[src/rtl/pipe_pkg.sv]
// Shared constants for the pipeline stage register: occupancy encoding and a helper
// that turns the per-entry valid bits into that encoding.
package pipe_pkg;

    localparam logic [1:0] OCC_EMPTY = 2'd0;
    localparam logic [1:0] OCC_ONE   = 2'd1;
    localparam logic [1:0] OCC_FULL  = 2'd2;

    function automatic logic [1:0] occ_of(input logic a_valid, input logic b_valid);
        case ({a_valid, b_valid})
            2'b11:   return OCC_FULL;
            2'b00:   return OCC_EMPTY;
            default: return OCC_ONE;
        endcase
    endfunction

endpackage

[src/rtl/pipe_entry.sv]
// One storage entry of the pipeline stage: WIDTH-bit payload plus valid bit.
// Synchronous clear wins over load; with neither asserted the entry holds.
module pipe_entry
    import pipe_pkg::*;
#(
    parameter int              WIDTH      = 32,
    parameter logic [WIDTH-1:0] RESET_DATA = '0
) (
    input  logic             Clk,
    input  logic             i_clr,
    input  logic             i_load,
    input  logic [WIDTH-1:0] i_data,
    output logic             o_valid,
    output logic [WIDTH-1:0] o_data
);

    logic             r_valid;
    logic [WIDTH-1:0] r_data;

    always_ff @(posedge Clk) begin
        if (i_clr) begin
            r_valid <= 1'b0;
            r_data  <= RESET_DATA;
        end else if (i_load) begin
            r_valid <= 1'b1;
            r_data  <= i_data;
        end
    end

    assign o_valid = r_valid;
    assign o_data  = r_data;

endmodule

[src/rtl/pipe_stage_reg.sv]
// Valid/ready pipeline stage register with hazard stall and control flush.
// Define PIPE_STAGE_SKID_EN for the 2-entry skid version (registered in_ready).
module pipe_stage_reg
    import pipe_pkg::*;
#(
    parameter int               WIDTH      = 32,
    parameter logic [WIDTH-1:0] RESET_DATA = '0
) (
    input  logic             Clk,
    input  logic             Clr,
    input  logic             in_valid,
    output logic             in_ready,
    input  logic [WIDTH-1:0] in_data,
    input  logic             stall,
    input  logic             flush,
    output logic             out_valid,
    input  logic             out_ready,
    output logic [WIDTH-1:0] out_data,
    output logic [1:0]       occupancy
);

    // Handshake: a transfer happens on a rising edge where valid && ready.
    // Once out_valid is high, out_valid/out_data hold until out_ready is seen.
    logic             w_out_valid;
    logic [WIDTH-1:0] w_out_data;
    logic             w_out_free;
    logic             w_accept;
    logic             w_out_clr;
    logic             w_out_load;
    logic [WIDTH-1:0] w_out_din;

    assign w_out_free = !w_out_valid || out_ready;
    assign w_accept   = in_valid && in_ready;

`ifdef PIPE_STAGE_SKID_EN
    logic             w_skid_valid;
    logic [WIDTH-1:0] w_skid_data;
    logic             w_skid_clr;
    logic             w_skid_load;

    // Ready depends only on the skid register, never on out_ready.
    assign in_ready = !w_skid_valid && !stall && !Clr;

    // A draining output reg refills from the skid entry first to keep order;
    // under stall it takes a bubble and the skid entry waits.
    assign w_out_din  = w_skid_valid ? w_skid_data : in_data;
    assign w_out_load = !flush && w_out_free && !stall && (w_skid_valid || w_accept);
    assign w_out_clr  = Clr || flush ||
                        (w_out_free && (stall || (!w_skid_valid && !w_accept)));

    assign w_skid_load = w_accept && !flush && !w_out_free;
    assign w_skid_clr  = Clr || flush || (w_out_free && !stall && w_skid_valid);

    pipe_entry #(
        .WIDTH      (WIDTH),
        .RESET_DATA (RESET_DATA)
    ) u_skid_entry (
        .Clk     (Clk),
        .i_clr   (w_skid_clr),
        .i_load  (w_skid_load),
        .i_data  (in_data),
        .o_valid (w_skid_valid),
        .o_data  (w_skid_data)
    );

    assign occupancy = occ_of(w_out_valid, w_skid_valid);
`else
    assign in_ready = !stall && w_out_free && !Clr;

    // No accept while the register frees up (idle or stalled) leaves a bubble.
    assign w_out_din  = in_data;
    assign w_out_load = w_accept && !flush;
    assign w_out_clr  = Clr || flush || (w_out_free && !w_accept);

    assign occupancy = occ_of(w_out_valid, 1'b0);
`endif

    pipe_entry #(
        .WIDTH      (WIDTH),
        .RESET_DATA (RESET_DATA)
    ) u_out_entry (
        .Clk     (Clk),
        .i_clr   (w_out_clr),
        .i_load  (w_out_load),
        .i_data  (w_out_din),
        .o_valid (w_out_valid),
        .o_data  (w_out_data)
    );

    assign out_valid = w_out_valid;
    assign out_data  = w_out_data;

endmodule

[config.mk]
export PLATFORM = sky130hd
export DESIGN_NAME = pipe_stage_reg
export DESIGN_NICKNAME = d
export VERILOG_FILES = /design/src/rtl/pipe_pkg.sv /design/src/rtl/pipe_entry.sv /design/src/rtl/pipe_stage_reg.sv
export SDC_FILE = /design/constraint.sdc
export NUM_CORES = 1
export LEC_CHECK = 0
export ABC_CLOCK_PERIOD_IN_PS = 3700
export CORE_AREA = 2 2 51 77
export DETAILED_ROUTE_END_ITERATION = 12
export DIE_AREA = 0 0 53 79
export GPL_ROUTABILITY_DRIVEN = 0
export GPL_TIMING_DRIVEN = 0
export PLACE_DENSITY = 0.82
export SLEW_MARGIN = 30
export SYNTH_ARGS = -nofsm -noshare
export SYNTH_HDL_FRONTEND = slang
export SYNTH_SLANG_ARGS = --single-unit
[constraint.sdc]
create_clock -name Clk -period 3.7 [get_ports Clk]
set_input_delay 0.555 -clock Clk [delete_from_list [all_inputs] [get_ports Clk]]
set_output_delay 0.555 -clock Clk [all_outputs]
set_load 0.005 [all_outputs]
Yosys cells after proc, flatten, opt, wreduce, memory -nomap -nowiden
Index checks and enable logic that the tools add are counted.
- register bits: 33
- input port bits: 38
- output and inout bits: 36
- logic and storage cells: 16
- muxes and demuxes: 1
- reduce and logical (&&, ||, !) cells: 13
- operators with widths (operator ; count):
    1-bit logical AND ; 5
    1-bit logical NOT ; 5
    1-bit logical OR ; 3
    1-bit two-way mux ; 1

Longest topological paths before layout
- depth in word-level cells: 8
- mapped depth: 6
- mapped depth without buffers: 3

Hierarchy
A second synthesis with hierarchy kept.
- cells, all modules: 116
- area total of the unflattened synthesis: 1251.2 um^2
- by module, submodules not included (module ; times used ; cells each ; area an instance (um^2)):
    pipe_entry ; 1 ; 107 ; 1197.4
    pipe_stage_reg ; 1 ; 9 ; 53.8

Least setup slack after synthesis
No wires, ideal clock.
- kind: input to output
- from: in out_ready
- to: out in_ready
- arrival time: 1.088 ns
- path slack: 2.057 ns
- cell stages on the path: 4
- buffers on the path: 2
- cells stage by stage: nand2b_4 -> buf_6 -> buf_2 -> and2_1
- longest elaborated chain between the ends: 3
- RTL lines (item ; line ; RTL):
    start: declaration ; pipe_stage_reg.sv:17 ; input logic out_ready,
    1-bit logical OR ; pipe_stage_reg.sv:32 ; assign w_out_free = !w_out_valid || out_ready;
    1-bit logical AND (2 in a row) ; pipe_stage_reg.sv:68 ; assign in_ready = !stall && w_out_free && !Clr;
    end: declaration ; pipe_stage_reg.sv:12 ; output logic in_ready,
No other way between the ends.

Worst setup path after layout
Ends and elaborated chain as after synthesis.

==> reports/metrics.csv <==
metric,value,unit
setup_viol,0,
synth_common_cells,"dfxtp_1, a21o_1, nor4b_1",
insertedDiodeCount,0,
synthSimpleGateAreaFrac,23.04,%
path_max_fanout,10,
rows,27,
cp.arrival,2090,ps
crit_top_cell,clkdlybuf4s50_1,
netlist_top_cells_area,"dfxtp_1, nor4b_1, a21o_1",
grt_start_max_net_pins,11,
ys_warn_count,0,
worst_ep_required_time,3140,ps
fp.dieH,79,µm
dieWidth,53,µm
min_period_over_period,71.38,%
cp-end-kind,output pin,
core-area,3547,µm²
antenna_left,0,
outcome,"finished, final reports clean",
cts_tree,done,
grt_pass1_wl,5740,µm
ios,74,
dpl.cell_count,235,
seq_area,660.6,µm²
drc,0,
synthesis.area,1390,µm²
finalCriticalPeriod,2641,ps
ctsResizeCount,0,
crit_slowest_cell,clkdlybuf4s50_1,
critPathMaxStageDelay,500,ps
synthMuxAreaShare,0,%
cts_max_path_buffers,2,
via_per_inst,5.132,
routed_wl,3664,µm
syn2layout_area_growth,60.22,%
clock_sinks,33,
synthFlopType,dfxtp_1,
drive_gt1_share,11.50,%
total_leakage_power,1.055,nW
rsz0062_at_grt,no,
cts_root_buf,clkbuf_8,
drtIter0Drc,23,
hold_slack,599.6,ps
ys_seq_elements,33,
path_buf_inv,4,
yosysTopAreaCell,dfxtp_1,
avgSynthCellArea,11.39,µm²
synth_edf_count,0,
postCtsSetupRepairBufs,0,
insertion_delay,280,ps
dieArea,4187,µm²
num_vias,1247,
start_kind,primary input,
fillers,310,
fin_util,62.79,%
wl_per_cell,15.08,µm
cts.clk_slew.worst_paths,60,ps
fin_nets,237,
port_buffers,70,
yosys.area_share.adder,0,%
hold_viol,0,
max_freq,378.6,MHz
cts_made_buffers,5,
async_flop_share,0,%
final_cells,243,
report.final.slew_viol_count,0,
htreeDepth,2,
pwr_density_cell,319.0,nW/µm²
finalPower,710.5,µW
setup_tns,0,ps
ir_drop,380.8,µV
skew,6.154,ps
synth_top_family_by_area,simple AND/OR/NAND/NOR gates,
synthCells,122,
cts_hold_buf,0,
synth_top_area_share,47.52,%
yosysMostFrequentCell,dfxtp_1,
hold_path.class,in2reg,
yosysUniqueCellTypes,16,
antenna_found_initial,0,
synth_xor_area_share,0,%
grt_pass1_vias,1299,
path_cells,"clkdlybuf4s50_1, nand2b_4, buf_6, buf_2, and2_1, clkdlybuf4s50_1",
dp_hpwl,2900,µm
drv_cap,0,
synth_nets,160,
synth_compound_area_share,17.82,%
gr-total-overflow,0,
synth-seq-area-share,47.52,%
multi_input_area,571.8,µm²
crit_family,buffers and inverters,
firstDrtPassIters,4,
initial_core_util,39.19,%
grt_usage,18.93,%
crit_type,in2out,
[routing by layer]
layer	part of all wire, %	GRT usage (%)	vias up
met2	57	35.88	46
met3	8.2	7.895	5
met5	0	0	-
li1	-	-	601
met4	1.5	6.923	0
met1	33	16.83	595
[layout by cell type (no fill, tap or decap), types with 3 or more instances in the layout]
| cell | instances |
|---|---|
| buf_8 | 3 |
| clkbuf_8 | 5 |
| nor4b_1 | 32 |
| a21o_1 | 32 |
| clkdlybuf4s50_1 | 70 |
| buf_6 | 3 |
| buf_2 | 7 |
| dfxtp_1 | 33 |
[state kept, by name (all words and copies together), names as in the netlist]
register,cells
u_out_entry.o_data,32
u_out_entry.o_valid,1
[path summary, 6_finish.rpt]
path	start	endpoint	slack (ps)	cells past startpoint
min reg2reg	u_out_entry.o_data[27]	u_out_entry.o_data[27]	620	2
min	flush	u_out_entry.o_data[31]	600	3
max reg2reg	u_out_entry.o_valid	u_out_entry.o_data[26]	2390	6
max	out_ready	in_ready	1060	6
[power by group]
| part | switching, mW | total [mW] | internal, mW |
|---|---|---|---|
| registers | 0.00312 | 0.365 | 0.362 |
| clock network | 0.126 | 0.256 | 0.130 |
| logic | 0.0297 | 0.0898 | 0.0601 |
| total | 0.159 | 0.711 | 0.552 |
[cells by family (layout without fill, tap and decap cells)]
kind of cell | count (synthesis) | count (layout)
and+or+nand+nor | 37 | 37
DFF | 33 | 33
AOI/OAI and AO/OA | 33 | 33
buffers and inverters | 18 | 96
other | 1 | 1
[tightest hold or removal path: stages]
cell,delay [ps]
buf_6,90
nor4b_1,50
a21o_1,140
[area by class of cell]
class                           instances  area share [%]
Sequential cell                        33           29.66
Multi-Input combinational cell         71           25.67
Clock inverter                          2          0.4494
Tap cell                               43           2.416
Buffer                                 18           7.079
Clock buffer                            6           3.258
Timing Repair Buffer                   70           31.46
[per-stage QoR]
stage          setup WS [ps]  cell area, µm²
6_report                1059            2227
5_1_grt                989.5            2227
4_1_cts                 1045            2227
3_5_place_dp            1047            2145
3_3_place_gp            1040            2145
2_1_floorplan           2057            1390
No activity file was read; power rests on OpenSTA's default activity.
